File: src/rtl/run_scheduler.sv
// Round-robin run controller: grants one requester at a time, starts the shared
// accelerator and cycle counter, stops on done or watchdog, and returns the count.
module run_scheduler #(
    parameter int NREQ    = 4,
    parameter int IDW     = 2,
    parameter int TIMEOUT = 1_000_000
) (
    input  logic            clk,
    input  logic            reset_n,
    input  logic [NREQ-1:0] req,
    output logic [NREQ-1:0] ack,
    output logic            busy,
    output logic [IDW-1:0]  grant_id,
    output logic            go_o,
    input  logic            accel_done,
    output logic            cnt_done_o,
    input  logic            cnt_counting,
    input  logic [63:0]     cnt_value,
    output logic            result_valid,
    output logic [63:0]     result_cycles,
    output logic            result_timeout,
    output logic [2:0]      dbg_state
);

    typedef enum logic [2:0] {
        S_IDLE  = 3'd0,
        S_GO    = 3'd1,
        S_RUN   = 3'd2,
        S_DRAIN = 3'd3,
        S_RESP  = 3'd4
    } state_t;

    localparam logic [31:0] WD_LAST = 32'(TIMEOUT - 1);

    state_t           r_state;
    state_t           w_next;
    logic [IDW-1:0]   r_ptr;
    logic [IDW-1:0]   r_grant;
    logic [31:0]      r_wd;
    logic             r_tflag;
    logic [63:0]      r_cycles;
    logic             r_timeout;

    logic             w_found;
    logic [IDW-1:0]   w_winner;
    logic [IDW-1:0]   w_idx;
    int               w_j;
    logic             w_wd_hit;

    // Scan upward from the pointer, wrapping at NREQ-1; first set bit wins.
    always_comb begin
        w_found  = 1'b0;
        w_winner = '0;
        w_j      = 0;
        w_idx    = '0;
        for (int i = 0; i < NREQ; i++) begin
            w_j = int'(r_ptr) + i;
            if (w_j >= NREQ) w_j = w_j - NREQ;
            w_idx = IDW'(w_j);
            if (!w_found && req[w_idx]) begin
                w_found  = 1'b1;
                w_winner = w_idx;
            end
        end
    end

    assign w_wd_hit = (r_wd == WD_LAST);

    always_comb begin
        w_next = r_state;
        case (r_state)
            S_IDLE:  if (w_found) w_next = S_GO;
            S_GO:    w_next = S_RUN;
            S_RUN:   if (accel_done || w_wd_hit) w_next = S_DRAIN;
            S_DRAIN: if (!cnt_counting) w_next = S_RESP;
            S_RESP:  w_next = S_IDLE;
            default: w_next = S_IDLE;
        endcase
    end

    always_ff @(posedge clk or negedge reset_n) begin
        if (!reset_n) begin
            r_state   <= S_IDLE;
            r_ptr     <= '0;
            r_grant   <= '0;
            r_wd      <= '0;
            r_tflag   <= 1'b0;
            r_cycles  <= '0;
            r_timeout <= 1'b0;
        end else begin
            r_state <= w_next;
            case (r_state)
                S_IDLE: begin
                    if (w_found) begin
                        r_grant <= w_winner;
                        r_ptr   <= (w_winner == IDW'(NREQ - 1)) ? '0 : w_winner + 1'b1;
                    end
                end
                S_GO: r_wd <= '0;
                S_RUN: begin
                    // Cleared every GO, so it cannot reach wrap before the limit fires.
                    r_wd <= r_wd + 32'd1;
                    if (accel_done)    r_tflag <= 1'b0;
                    else if (w_wd_hit) r_tflag <= 1'b1;
                end
                S_DRAIN: begin
                    if (!cnt_counting) begin
                        r_cycles  <= cnt_value;
                        r_timeout <= r_tflag;
                    end
                end
                default: ;
            endcase
        end
    end

    always_comb begin
        ack = '0;
        if (r_state == S_RESP) ack[r_grant] = 1'b1;
    end

    assign busy           = (r_state != S_IDLE);
    assign go_o           = (r_state == S_GO);
    assign result_valid   = (r_state == S_RESP);
    assign cnt_done_o     = ((r_state == S_RUN) && (accel_done || w_wd_hit)) ||
                            ((r_state == S_DRAIN) && cnt_counting);
    assign grant_id       = r_grant;
    assign result_cycles  = r_cycles;
    assign result_timeout = r_timeout;
    assign dbg_state      = r_state;

endmodule

File: config.mk
export PLATFORM = sky130hd
export DESIGN_NAME = run_scheduler
export DESIGN_NICKNAME = d
export VERILOG_FILES = /design/src/rtl/run_scheduler.sv
export SDC_FILE = /design/constraint.sdc
export NUM_CORES = 1
export LEC_CHECK = 0
export ABC_AREA = 1
export CAP_MARGIN = 0
export CORE_MARGIN = 8
export CORE_UTILIZATION = 35
export DETAILED_ROUTE_END_ITERATION = 10
export PLACE_DENSITY = 0.73
export REMOVE_ABC_BUFFERS = 1
export SLEW_MARGIN = 20
export SYNTH_ARGS = -nofsm -noshare
export SYNTH_HDL_FRONTEND = slang
export SYNTH_SLANG_ARGS = --single-unit
File: constraint.sdc
create_clock -name clk -period 2.2 [get_ports clk]
set_input_delay 0.55 -clock clk [delete_from_list [all_inputs] [get_ports clk]]
set_output_delay 0.55 -clock clk [all_outputs]
set_load 0.02 [all_outputs]
==> key figures, run 1 <==
Outcome
  • Result of the run: finished with violations
  • Violated checks: negative setup slack

Placement
  • Gpl congestion: 0.885
  • Number of buffers added on ports: 149
  • Dpl hpwl: 11600 microns

Power
  • Internal Power: 0.00545 W
  • Power share of the combinational group: 49.4%
  • Sequential share of power: 32.2%
  • Leak: 3.70 nW
  • Worst VDD drop: 0.000849 V
  • Pwr/cell area: 1210 nW/um^2
  • P_sw: 0.00393 W
  • Sw Ratio: 41.9%
  • Clock share of power: 18.3%

Final layout
  • Util after Layout: 53.0%
  • Diodes inserted: 0
  • Share of cells above drive strength 1: 16.5%
  • Nets: 943
  • Layout area overhead: 47.5%
  • Fillers: 1333

Timing
  • Final setup violation count: 1
  • Fin. Hold Viols: 0
  • Max-slew headroom at the worst pin: 67.6%
  • Worst slew pin tran: 482 ps
  • Peak Freq: 0.417 GHz
  • Final Cycle Share: 109%
  • Final worst slack: -196 ps
  • Tmin final: 2400 ps
  • Worst hold slack: 119 ps
  • Max Clock Skew: 11.9 ps
  • Slew Viols, Final: 0
  • RSZ-0062 raised after global routing: true

Synthesis
  • Ys flop type: dfrtp_1
  • Average cell area after synthesis: 7.88 sq um
  • Post-synth EDFFs: 0
  • Synth unique cells: 39
  • Top cells by area, synth: dfrtp_1 50%, nand2_1 20%, inv_1 3.9%
  • Area leader, netlist: dfrtp_1
  • Async SR Flop Fraction: 100%
  • Synth warn: 0
  • Mapped Area: 5240 sq um
  • Top cell type's share of synthesized area: 50.2%
  • Post-Synthesis Cells: 665
  • #FFs+latches synth: 105
  • Seq/Total Area, Yosys: 50.2%

Routing
  • Vias per cell: 4.72
  • Drt first pass iters: 5
  • WL met1: 6310 microns
  • Initial DRC Count: 267
  • Met2 routed WL: 7160 microns
  • Wire length on met3: 1740 microns
  • Top layer in use: met4
  • DRC viols: 0
  • Antenna Violating Nets Remaining: 0
  • Via count: 4995
  • Final wirelength: 15500 microns
  • WL/cell: 14.6 microns

Die
  • Die X-Extent: 138 microns
  • Rows: 44
  • Initial Util: 35.9%
  • Die area: 19100 sq um
  • Core ar.: 14600 sq um
  • Die height: 138 microns
  • IO Count: 150

Global route
  • Initial antenna violation count: 0
  • Overall Global Routing Usage: 16.3%
  • Vias in the first global route: 5128
  • Pin count of the biggest net entering global routing: 67
  • First-pass GRT wire length: 25900 microns
  • GRT Residual Overflow: 0

Setup path
  • CP Capture Type: output pin
  • CP Max Fanout: 2
  • Nature of the critical path startpoint: register
  • Crit path required time: 1650 ps
  • Crit Path Category: register to output pin
  • Arrival time worst endpoint: 1850 ps

Clock tree
  • Longest Clk Path Bufs: 2
  • CTS tree: built
  • Worst skew pair latency: 360 ps
  • CTS buffer count: 9
  • H-tree depth: 3
  • Clk slew on worst S/H paths: 80 ps
  • Clock root cell: clkbuf_16
  • Clk sinks: 105

Worst hold path
  • HP Class: primary input to asynchronous set/reset pin

Run
  • Max-cap viol count: 0
-- logic make-up (layout without fill, tap and decap cells) --
kind of cell               count (synthesis)  in the layout  synth area share (%)
DFF                                      105            105                  50.2
xor gates and xnor gates                   4              4                 0.669
adders and majority gates                  1              1                 0.239
buffers and inverters                     82            292                  6.43
muxes                                      1              1                 0.191
and+or+nand+nor                          423            423                  36.9
AOI/OAI and AO/OA                         49             49                  5.40
-- power by group through the flow --
| stage | clock network [W] | registers, W | logic (W) |
|---|---|---|---|
| floorplan | 0 | 0.00374 | 0.00166 |
| global placement | 0 | 0.00300 | 0.00457 |
| detailed placement | 0 | 0.00302 | 0.00463 |
| CTS | 0.00176 | 0.00301 | 0.00464 |
| global route | 0.00185 | 0.00311 | 0.00508 |
| finish | 0.00172 | 0.00302 | 0.00463 |
-- flip-flops by register name, summed over array words and instances, names as in the netlist, named ones only --
register,count
result_cycles,64
r_wd,32
dbg_state,3
grant_id,2
r_ptr,1
r_tflag,1
result_timeout,1
-- cell usage after synthesis, types with 7 or more instances --
master and n:
nand3_2 7, inv_1 54, nor2_1 29, nor2_4 7, a21oi_1 9, nand3_1 33, buf_2 15, o21ai_1 7
nand2_1 283, nor3_1 12, nand2_2 12, o21ai_0 18, dfrtp_1 105, inv_2 7, nand4_1 18
-- cell usage in the layout (no fill, tap or decap), types with 3 or more instances in the layout --
| cell type | instances |
|---|---|
| nand3_2 | 7 |
| inv_1 | 53 |
| nand4_1 | 18 |
| dfrtp_1 | 103 |
| nor2_1 | 28 |
| buf_12 | 3 |
| a31oi_1 | 3 |
| nor2_2 | 5 |
| nor3_1 | 10 |
| clkdlybuf4s50_1 | 140 |
| nor4_1 | 5 |
| o21ai_1 | 7 |
| o22ai_1 | 4 |
| nand3_1 | 33 |
| nand2_4 | 4 |
| xor2_1 | 4 |
| inv_2 | 8 |
| o21ai_0 | 18 |
| buf_4 | 63 |
| clkbuf_16 | 9 |
| nand2_1 | 283 |
| nor2_4 | 8 |
| nor3_2 | 4 |
| nand2_2 | 11 |
| a21oi_1 | 9 |
-- critical path, cell delays in order (launching register included) --
cell and delay (ps):
dfrtp_1 400, ha_4 170, nand2_4 60, nor2_4 110
nand4_1 120, nor3_2 180, nand2_1 130, nand2_1 70
nand2_1 60, nand2_1 80, buf_6 110
-- per-stage QoR --
| stage | setup slack [ps] | power, W | setup TNS, ps | cell area (sq um) | instances |
|---|---|---|---|---|---|
| floorplan | -2520 | 0.00540 | -158720 | 5140 | 645 |
| global placement | -293 | 0.00757 | -293 | 7340 | 1037 |
| detailed placement | -310 | 0.00765 | -310 | 7340 | 1037 |
| CTS | -231 | 0.00941 | -231 | 7680 | 1054 |
| global route | -323 | 0.0100 | -323 | 7720 | 1059 |
| finish | -196 | 0.00938 | -196 | 7720 | 1059 |
-- final cells by class --
type	instances	area [sq um]	share of cell area [%]
clock inverter	7	93.8	1.21
sequential	105	2630	34.0
multi-input combinational	478	2310	29.9
timing repair buffer	214	2000	25.9
inverter	62	235	3.05
tap	184	230	2.98
clock buffer	9	225	2.92
-- what timing repair did --
item / CTS / global route
resized for setup: 28 / 9
hold buffers: 0 / 0
pin swaps: 5 / 9
setup endpoints to repair: 8 / 7
buffers inserted: 1 / 5
-- metal layers --
metal  up-vias  track usage (%)
met3        19             8.05
li1       2516                -
met4         0             5.26
met2       167             25.9
met1      2293             18.8
met5         -                0
-- worst paths after layout --
kind / end / depth (start not counted) / slack (ps) / start
worst max-delay path: cnt_done_o / 10 / -200 / r_wd[0]
worst min-delay path: r_wd[5] / 1 / 120 / reset_n
worst max register to register: r_wd[23] / 11 / 250 / dbg_state[0]
worst min register to register: result_cycles[55] / 2 / 470 / result_cycles[55]
max in group asynchronous: dbg_state[2] / 2 / 1390 / reset_n
min in group clk: result_cycles[55] / 2 / 470 / result_cycles[55]
Power figures use the tool's default switching activity.
==> inputs of run 2 (changes only) <==
- TNS_END_PERCENT: unset -> 100
==> results of run 2 <==
No change in the layout: final DEF, timing and power equal those of run 1.
==> inputs of run 3 (changes only) <==
==> constraint.sdc (replaced) <==
create_clock -name clk -period 2.2 [get_ports clk]
set_input_delay 0.22 -clock clk [delete_from_list [all_inputs] [get_ports clk]]
set_output_delay 0.22 -clock clk [all_outputs]
set_load 0.02 [all_outputs]
==> key figures, run 3 (same netlist as run 1, synthesis figures left out) <==
Outcome
  • Result of the run: finished clean

Power
  • Internal Power: 0.00520 W (-4.5%)
  • Clock share of power: 17.8% (-0.5 points)
  • Final Power: 0.00909 W (-3.1%)
  • Sequential share of power: 33.3% (+1.1 points)
  • P_sw: 0.00389 W (-1.1%)
  • Worst VDD drop: 0.000716 V (-16%)
  • Sw Ratio: 42.8% (+0.85 points)
  • Leak: 3.46 nW (-6.5%)
  • Power share of the combinational group: 48.9% (-0.5 points)
  • Pwr/cell area: 1240 nW/um^2 (+2.3%)

Setup path
  • Reg2Reg Depth: 10 (-1)
  • Crit path required time: 1980 ps (+330 ps)
  • R2r endpoint: r_wd[23]
  • Arrival time worst endpoint: 1770 ps (-80 ps)
  • Critical path's top delay family: buffers and inverters
  • Worst path slowest cell: clkdlybuf4s50_1
  • Critical path's largest stage delay: 640 ps (+240 ps)
  • Nature of the critical path startpoint: register
  • FF-to-FF Start: dbg_state[2]
  • CP Max Fanout: 9 (+7)
  • Crit path launch: dbg_state[1]
  • CP Capture Type: output pin
  • CP Buf/Inv Count: 1 (unchanged)
  • Worst reg2reg setup slack: 400 ps (+150 ps)
  • Worst path cell trace: nor3_2, clkdlybuf4s50_1
  • Crit Path Category: register to output pin

Final layout
  • Layout area overhead: 39.8%
  • Util after Layout: 50.2% (-2.8 points)
  • Layout Cells excl Fill: 1011 (-4.5%)
  • Most common cell after layout, fill and taps aside: nand2_1
  • Nets: 895 (-5.1%)
  • Largest register FFs: 64 (unchanged)
  • Commonest cells after routing, fill and taps aside: 283 x nand2_1, 141 x clkdlybuf4s50_1, 105 x dfrtp_1
  • Footprint of the multi-input gates: 2290 sq um (-0.65%)
  • Sequential Area: 2630 sq um (about the same)
  • Diodes inserted: 0 (unchanged)
  • Fillers: 1345 (+0.90%)
  • Share of cells above drive strength 1: 10.6% (-5.8 points)

Timing
  • Post-route setup TNS: 0 ps (+196 ps)
  • Slew Viols, Final: 0 (unchanged)
  • RSZ-0062 raised after global routing: false
  • Tmin final: 1990 ps (-409 ps)
  • Peak Freq: 0.503 GHz (+21%)
  • Final Cycle Share: 90.3% (-19 points)
  • Fin. Hold Viols: 0 (unchanged)
  • Final setup violation count: 0 (-1)
  • Max Clock Skew: 7.74 ps (-4.15 ps)
  • Worst slew pin tran: 708 ps (+227 ps)
  • Max-slew headroom at the worst pin: 52.8% (-15 points)

Global route
  • Overall Global Routing Usage: 15.5% (-0.77 points)
  • First-pass GRT wire length: 24500 microns (-5.6%)
  • Vias in the first global route: 4819 (-6.0%)
  • Initial antenna violation count: 0 (unchanged)
  • Pin count of the biggest net entering global routing: 67 (unchanged)
  • GRT Residual Overflow: 0 (unchanged)

Die
  • Rows: 44 (unchanged)
  • IO Count: 150 (unchanged)
  • Die X-Extent: 138 microns (unchanged)
  • Die area: 19100 sq um (unchanged)
  • Core ar.: 14600 sq um (unchanged)
  • Initial Util: 35.9% (unchanged)
  • Die height: 138 microns (unchanged)

Routing
  • Antenna Violating Nets Remaining: 0 (unchanged)
  • Drt first pass iters: 5 (unchanged)
  • Vias per cell: 4.74 (+0.53%)
  • Final wirelength: 14800 microns (-4.5%)
  • Via count: 4794 (-4.0%)
  • Initial DRC Count: 299 (+12%)
  • WL/cell: 14.6 microns (about the same)
  • DRC viols: 0 (unchanged)

Clock tree
  • Longest Clk Path Bufs: 2 (unchanged)
  • Postcts setup bufs: 0 (-1)
  • H-tree depth: 3 (unchanged)
  • Clk sinks: 105 (unchanged)
  • CTS tree: built
  • CTS buffer count: 9 (unchanged)
  • Clock root cell: clkbuf_16
  • Worst skew pair latency: 350 ps (about the same)
  • Clk slew on worst S/H paths: 70 ps (about the same)

Placement
  • Dpl cells: 994 (-4.1%)
  • Gpl congestion: 0.870 (-1.6%)
  • Number of buffers added on ports: 149 (unchanged)
  • Dpl hpwl: 11100 microns (-4.8%)

Run
  • Max-cap viol count: 0 (unchanged)

Worst hold path
  • HP Class: primary input to asynchronous set/reset pin
## run 3: what timing repair did
action,4_1_cts,5_1_grt
hold buffers,1,0
resized for setup,8,5
endpoints found under the hold margin,13,0
endpoints found under the setup margin,5,3
## run 3: metal layers
| layer | global-route usage (%) | routed length (microns) | part of all wire (%) | up-vias |
|---|---|---|---|---|
| met4 | 5.66 | 205 | 1.4 | 0 |
| met2 | 23.8 | 6570 | 44 | 156 |
| met3 | 7.71 | 1650 | 11 | 14 |
| met1 | 18.4 | 6340 | 43 | 2193 |
| met5 | 0 | 0 | 0 | - |
| li1 | - | - | - | 2431 |
## run 3: cell type report
class / instances / share of cell area (%)
clock buffers: 9 / 3.08
clock inverters: 7 / 0.957
inverters: 62 / 3.21
multi-input cells: 478 / 31.3
flip-flops and latches: 105 / 35.9
well taps: 184 / 3.14
repair buffers: 166 / 22.4
## run 3: power by group through the flow
stage,Sequential (W),Combinational (W),Clock [W]
2_1_floorplan,0.00374,0.00166,0
3_3_place_gp,0.00302,0.00447,0
3_5_place_dp,0.00303,0.00451,0
4_1_cts,0.00303,0.00451,0.00166
5_1_grt,0.00312,0.00486,0.00175
6_report,0.00302,0.00444,0.00162
## run 3: stage by stage
step,setup slack (ps),hold slack [ps],area (sq um)
3_3_place_gp,91.5,105,7010
4_1_cts,16.0,284,7310
2_1_floorplan,-2520,-75.6,5140
3_5_place_dp,64.7,105,7010
6_report,214,280,7320
5_1_grt,49.3,294,7320
## run 3: worst max path at each step
stage                     slack [ps]  depth (start not counted)             end
after floorplan                -2520                          6  result_timeout
after global placement            90                         10      cnt_done_o
after detailed placement          60                         10      cnt_done_o
after CTS                         20                         10      cnt_done_o
after global routing              50                         10      cnt_done_o
final                            210                          2    result_valid
## run 3: worst register-to-register path, delay by kind of cell, from the launching register on
| family | cells | cell delay (ps) |
|---|---|---|
| DFF | 1 | 440 |
| and+or+nand+nor | 8 | 1070 |
| AOI/OAI and AO/OA | 1 | 50 |
| buffers and inverters | 1 | 130 |
